==> config.mk <==
export PLATFORM = sky130hd
export DESIGN_NAME = param_queue
export DESIGN_NICKNAME = d
export VERILOG_FILES = /design/src/rtl/param_queue.sv
export SDC_FILE = /design/constraint.sdc
export NUM_CORES = 1
export LEC_CHECK = 0
export CELL_PAD_IN_SITES_DETAIL_PLACEMENT = 1
export CELL_PAD_IN_SITES_GLOBAL_PLACEMENT = 1
export CORE_AREA = 2 2 70 72
export DETAILED_ROUTE_END_ITERATION = 16
export DIE_AREA = 0 0 72 74
export DONT_BUFFER_PORTS = 1
export PLACE_DENSITY_LB_ADDON = 0.1
export SETUP_SLACK_MARGIN = 0.3
export SLEW_MARGIN = 20
export SYNTH_ARGS = -nofsm -noshare
export SYNTH_HDL_FRONTEND = slang
export SYNTH_SLANG_ARGS = --single-unit
==> constraint.sdc <==
create_clock -name clk -period 5.1 [get_ports clk]
set_input_delay 1.53 -clock clk [delete_from_list [all_inputs] [get_ports clk]]
set_output_delay 1.53 -clock clk [all_outputs]
set_load 0.05 [all_outputs]
==> src/rtl/param_queue.sv <==
// Parametrised circular-buffer queue for event/spike words, with registered or
// first-word-fall-through read, occupancy status and sticky error flags.
module param_queue #(
    parameter int WIDTH        = 8,
    parameter int DEPTH        = 4,
    parameter int FWFT         = 0,
    parameter int AFULL_THRESH = DEPTH - 1
) (
    input  logic                     clk,
    input  logic                     rst,
    input  logic                     clear_i,
    input  logic                     insert,
    input  logic                     read,
    input  logic [WIDTH-1:0]         data_i,
    output logic                     valid_o,
    output logic [WIDTH-1:0]         data_o,
    output logic                     full_o,
    output logic                     empty_o,
    output logic                     almost_full_o,
    output logic [$clog2(DEPTH):0]   count_o,
    output logic                     overflow_o,
    output logic                     underflow_o
);

    localparam int AW = $clog2(DEPTH);
    localparam int CW = AW + 1;

    logic [WIDTH-1:0] mem_q [DEPTH];

    logic [AW-1:0] wr_ptr_q, wr_ptr_d;
    logic [AW-1:0] rd_ptr_q, rd_ptr_d;
    logic [CW-1:0] count_q, count_d;
    logic          overflow_q, overflow_d;
    logic          underflow_q, underflow_d;

    logic full, empty;
    logic rd_acc, wr_acc, wr_en;

    assign full   = (count_q == CW'(DEPTH));
    assign empty  = (count_q == '0);
    assign rd_acc = read && !empty;
    // A full queue still takes a word when the head leaves on the same edge.
    assign wr_acc = insert && (!full || rd_acc);
    assign wr_en  = wr_acc && !clear_i;

    always_comb begin
        wr_ptr_d    = wr_ptr_q;
        rd_ptr_d    = rd_ptr_q;
        count_d     = count_q;
        overflow_d  = overflow_q;
        underflow_d = underflow_q;
        if (clear_i) begin
            wr_ptr_d    = '0;
            rd_ptr_d    = '0;
            count_d     = '0;
            overflow_d  = 1'b0;
            underflow_d = 1'b0;
        end else begin
            if (wr_acc)
                wr_ptr_d = wr_ptr_q + AW'(1);
            if (rd_acc)
                rd_ptr_d = rd_ptr_q + AW'(1);
            if (wr_acc && !rd_acc)
                count_d = count_q + CW'(1);
            else if (rd_acc && !wr_acc)
                count_d = count_q - CW'(1);
            if (insert && !wr_acc)
                overflow_d = 1'b1;
            if (read && empty)
                underflow_d = 1'b1;
        end
    end

    always_ff @(posedge clk) begin
        if (!rst) begin
            wr_ptr_q    <= '0;
            rd_ptr_q    <= '0;
            count_q     <= '0;
            overflow_q  <= 1'b0;
            underflow_q <= 1'b0;
        end else begin
            wr_ptr_q    <= wr_ptr_d;
            rd_ptr_q    <= rd_ptr_d;
            count_q     <= count_d;
            overflow_q  <= overflow_d;
            underflow_q <= underflow_d;
        end
    end

    // Storage is left unreset so it maps onto RAM; reset is gated out of the write.
    always_ff @(posedge clk) begin
        if (rst && wr_en)
            mem_q[wr_ptr_q] <= data_i;
    end

    generate
        if (FWFT != 0) begin : g_fwft
            assign valid_o = !empty;
            assign data_o  = empty ? '0 : mem_q[rd_ptr_q];
        end else begin : g_reg
            logic [WIDTH-1:0] rdata_q, rdata_d;
            logic             rvalid_q, rvalid_d;

            always_comb begin
                rdata_d  = rdata_q;
                rvalid_d = 1'b0;
                if (clear_i) begin
                    rdata_d = '0;
                end else if (rd_acc) begin
                    rdata_d  = mem_q[rd_ptr_q];
                    rvalid_d = 1'b1;
                end
            end

            always_ff @(posedge clk) begin
                if (!rst) begin
                    rdata_q  <= '0;
                    rvalid_q <= 1'b0;
                end else begin
                    rdata_q  <= rdata_d;
                    rvalid_q <= rvalid_d;
                end
            end

            assign valid_o = rvalid_q;
            assign data_o  = rdata_q;
        end
    endgenerate

    assign full_o        = full;
    assign empty_o       = empty;
    assign almost_full_o = (count_q >= CW'(AFULL_THRESH));
    assign count_o       = count_q;
    assign overflow_o    = overflow_q;
    assign underflow_o   = underflow_q;

endmodule

Word level (Yosys, flattened, before mapping)
Memories as Yosys holds them, arrays and structs flattened. A register that Yosys moved wholly into a read port is not among the register bits. Index checks and enable logic that the tools add are counted.

Flip-flop bits (word level): 10. RAM bits: 32. Input bits: 13. Memories kept: 1.

Add/sub/neg operators: 4. Order comparisons: 1. Equality and inequality tests: 1. Multiplexer cells: 5. Bitwise logic cells: 1. Reduce and logical (&&, ||, !) cells: 17.

Memory list: mem_q (words 4, width 8, rd ports 1, clocked after Yosys merged registers in 1, wr ports 1, line 28) `logic [WIDTH-1:0] mem_q [DEPTH];`.

Operators by type and width (number): 1-bit logical AND (8); 3-bit two-way mux (2); 1-bit logical NOT (5); 2-bit by 1-bit adder with 2-bit output, second input constant (2); 3-bit by 1-bit adder with 3-bit output, second input constant (1); 3-bit equality test, second input constant (1); 3-bit by 2-bit greater-or-equal comparator with 1-bit output, second input constant (1); 3-bit logical NOT (1); 1-bit two-way mux (3); 3-bit by 1-bit subtractor with 3-bit output, second input constant (1); 2-bit nonzero test (1); 2-bit OR reduction (1); 1-bit logical OR (1); 1-bit inverter (1).

Logic depth before layout (Yosys ltp)
Word-level depth: 9. Mapped depth: 10. Depth with buffers taken out: 8.

Least setup slack after synthesis
No wires, ideal clock.

Path kind: register -> output. Start point: register count_q[2] (netlist: count_o[2]). End point: output full_o. Data arrival time: 1.925 ns. Required time: 3.570 ns. Slack: 1.645 ns. Cell stages (with the launch flop): 2. Path through: dfxtp_1 -> nor3b_1.

Cells in the longest elaborated chain, start to end: 1.

Ends and longest elaborated chain: start, declared (line 32) `logic [CW-1:0] count_q, count_d;`; start signal, assigned (line 84) `count_q <= count_d;`; 3-bit equality test (line 39) `assign full = (count_q == CW'(DEPTH));`; end, declared (line 17) `output logic full_o,`.

Every way passes these cells.

Worst setup path in the final report
Same ends and word-level chain as after synthesis.

==> flow_summary.json <==
{
  "outcome": "finished clean",
  "vias": 1028,
  "ys_seq_area_frac": 0.674,
  "holdPathStages": 2,
  "grt_pass1_wl_um": 5600,
  "finalClockSkew_ns": 0.0104,
  "synth_cells": 135,
  "synthFlopType": "edfxtp_1",
  "nFillCells": 470,
  "drive_gt1_frac": 0.139,
  "grt_remaining_overflow": 0,
  "vias_per_cell": 5.38,
  "area_growth_pct": 7.79,
  "worst_pin_slew_ns": 0.887,
  "max_slew_margin": 0.406,
  "die_h_um": 74,
  "netlist.area_leader.share": 0.490,
  "cts_hold_buf": 0,
  "hold_viol_final": 0,
  "cts_made_buffers": 5,
  "grtUsageTotal": 0.146,
  "switching_share": 0.241,
  "cp.depth": 1,
  "first_pass_iters": 4,
  "peakVddDrop_v": 0.000218,
  "max_stage_delay_ns": 0.80,
  "wirelength_um": 3380,
  "crit_arrival_ns": 1.87,
  "clk_pin_slew_ns": 0.09,
  "cts-root-buf": "clkbuf_8",
  "first_iter_violations": 46,
  "final-max-slew-violation-count": 0,
  "rows": 25,
  "synthArstFlopShare": 0,
  "dieArea_um2": 5330,
  "final.setup.tns_ns": 0,
  "initial_core_util": 0.426,
  "fin_nets": 155,
  "finish.utilization": 0.460,
  "netlist_top_cells_area": "edfxtp_1 (49%), dfxtp_1 (18%), mux4_2 (9.2%), nand2_1 (3.3%), ha_1 (3.2%)",
  "fmax_ghz": 0.294,
  "cts_setup_buffers": 0,
  "dp_hpwl_um": 2360,
  "cts_tree": "built",
  "cts_resized": 0,
  "worstPathCellList": "nor3b_2",
  "final_cell_mix": "edfxtp_1 (32), dfxtp_1 (18), nand2_1 (17), a21oi_1 (12), mux4_2 (8)",
  "antenna_found_initial": 0,
  "period_minus_slack_ns": 3.40,
  "pwr-share-comb": 0.076,
  "leakage_nw": 0.697,
  "drtAntennaViolNets": 0,
  "rsz0062_at_grt": "false",
  "drv_cap": 0,
  "synth.net_count": 154,
  "synth_area_um2": 1960,
  "synth_seq_cells": 50,
  "gp_congestion": 0.707,
  "crit_path_end_kind": "output pin",
  "ys_warn_count": 0,
  "clockBufferDepth": 2,
  "p_sw_mw": 0.193,
  "io_pins": 30,
  "syn_avg_cell_area_um2": 14.5,
  "worst_ep_required_time_ns": 3.57,
  "p_per_area_nw_per_um2": 378,
  "synth_area_leader_cell": "edfxtp_1",
  "timing.final.crit_share": 0.667,
  "final_common_cell": "edfxtp_1",
  "grt_start_max_net_pins": 19,
  "synth-edff-count": 32,
  "critPathKind": "register to output pin",
  "die_w_um": 72,
  "hold_class": "register to register",
  "cp-start-kind": "register",
  "grt_pass1_vias": 1114,
  "critical_path.slowest_cell": "nor3b_2",
  "path_buf_inv": 0,
  "seqPwrFrac": 0.585,
  "power_frac_clock": 0.339,
  "r2r_cells": 8,
  "synth.distinct_cells": 31,
  "cts.htree.levels": 2,
  "port_buffers": 0,
  "core_area_um2": 4600,
  "insertion_delay_ns": 0.29,
  "r2r_setup_slack_ns": 2.23,
  "p_int_mw": 0.607,
  "post_drt_wl_per_cell_um": 17.7,
  "drc": 0,
  "clock-sinks": 50,
  "crit_family": "simple AND/OR/NAND/NOR gates",
  "worstPathMaxFanout": 8,
  "antenna_cells": 0,
  "setup_viol": 0
}
-- kinds of logic (layout without fill, tap and decap cells) --
family | count (synthesis) | after routing | share of synthesized area
xor gates and xnor gates | 3 | 3 | 0.0134
DFF | 50 | 50 | 0.674
buffers and inverters | 12 | 14 | 0.0294
AOI/OAI and AO/OA | 18 | 18 | 0.0504
muxes | 9 | 9 | 0.0970
adders and majority gates | 6 | 6 | 0.0421
and+or+nand+nor | 37 | 37 | 0.0938
-- routing by layer --
layer | GRT usage | vias to the layer above | share of wire
li1 | - | 490 | -
met1 | 0.197 | 505 | 0.46
met2 | 0.223 | 31 | 0.48
met3 | 0.0515 | 2 | 0.054
met4 | 0.0503 | 0 | 0.0068
met5 | 0 | - | 0
-- path summary, 6_finish.rpt --
| kind | to | startpoint |
|---|---|---|
| setup reg to reg | count_o[2] | count_o[0] |
| setup / recovery | full_o | count_o[2] |
| hold / removal | wr_ptr_q[0] | wr_ptr_q[0] |
| hold reg to reg | wr_ptr_q[0] | wr_ptr_q[0] |
-- power groups by stage --
stage          Clock, mW  Sequential, mW  Combinational, mW
3_5_place_dp           0           0.478             0.0623
4_1_cts            0.278           0.468             0.0625
5_1_grt            0.294           0.471             0.0686
3_3_place_gp           0           0.477             0.0594
2_1_floorplan          0           0.472             0.0570
6_report           0.271           0.468             0.0609
-- stage by stage --
stage | cells | total power, mW | hold WS, ns | cell area (um2) | setup WS, ns
2_1_floorplan | 135 | 0.529 | 0.470 | 1960 | 1.64
3_3_place_gp | 183 | 0.537 | 0.500 | 2000 | 1.87
3_5_place_dp | 183 | 0.540 | 0.518 | 2000 | 1.70
4_1_cts | 191 | 0.809 | 0.531 | 2110 | 1.69
5_1_grt | 191 | 0.834 | 0.585 | 2110 | 1.61
6_report | 191 | 0.799 | 0.536 | 2110 | 1.70
-- synth_stat cells (all sizes together), types with 3 or more instances --
master,count
a21oi,12
and3,4
buf,3
clkbuf,3
dfxtp,18
edfxtp,32
ha,5
inv,6
mux4,8
nand2,17
nor2,7
o21ai,3
-- final cells by class --
class | count | area [um2] | area share
sequential | 50 | 1320 | 0.625
multi-input combinational | 73 | 592 | 0.280
clock buffer | 6 | 72.6 | 0.0343
tap | 54 | 67.6 | 0.0320
clock inverter | 2 | 37.5 | 0.0178
inverter | 6 | 22.5 | 0.0107
-- worst register-to-register path: cells and delay by family, from the launching register on --
family                   cells  cell delay, ns
AO/OA/AOI/OAI                1            0.16
adder cells (fa/ha/maj)      2            0.65
AND/OR/NAND/NOR              3            0.87
XOR/XNOR                     1            0.17
flip-flops                   1            0.88
buffers and inverters        1            0.06
-- sequential cells by signal, summed over array words and instances, names as in the netlist --
| register | flops |
|---|---|
| overflow_o | 1 |
| data_o | 8 |
| count_o | 3 |
| underflow_o | 1 |
| rd_ptr_q | 2 |
| wr_ptr_q | 2 |
| mem_q | 32 |
| valid_o | 1 |
(Power assumes the default switching activity.)
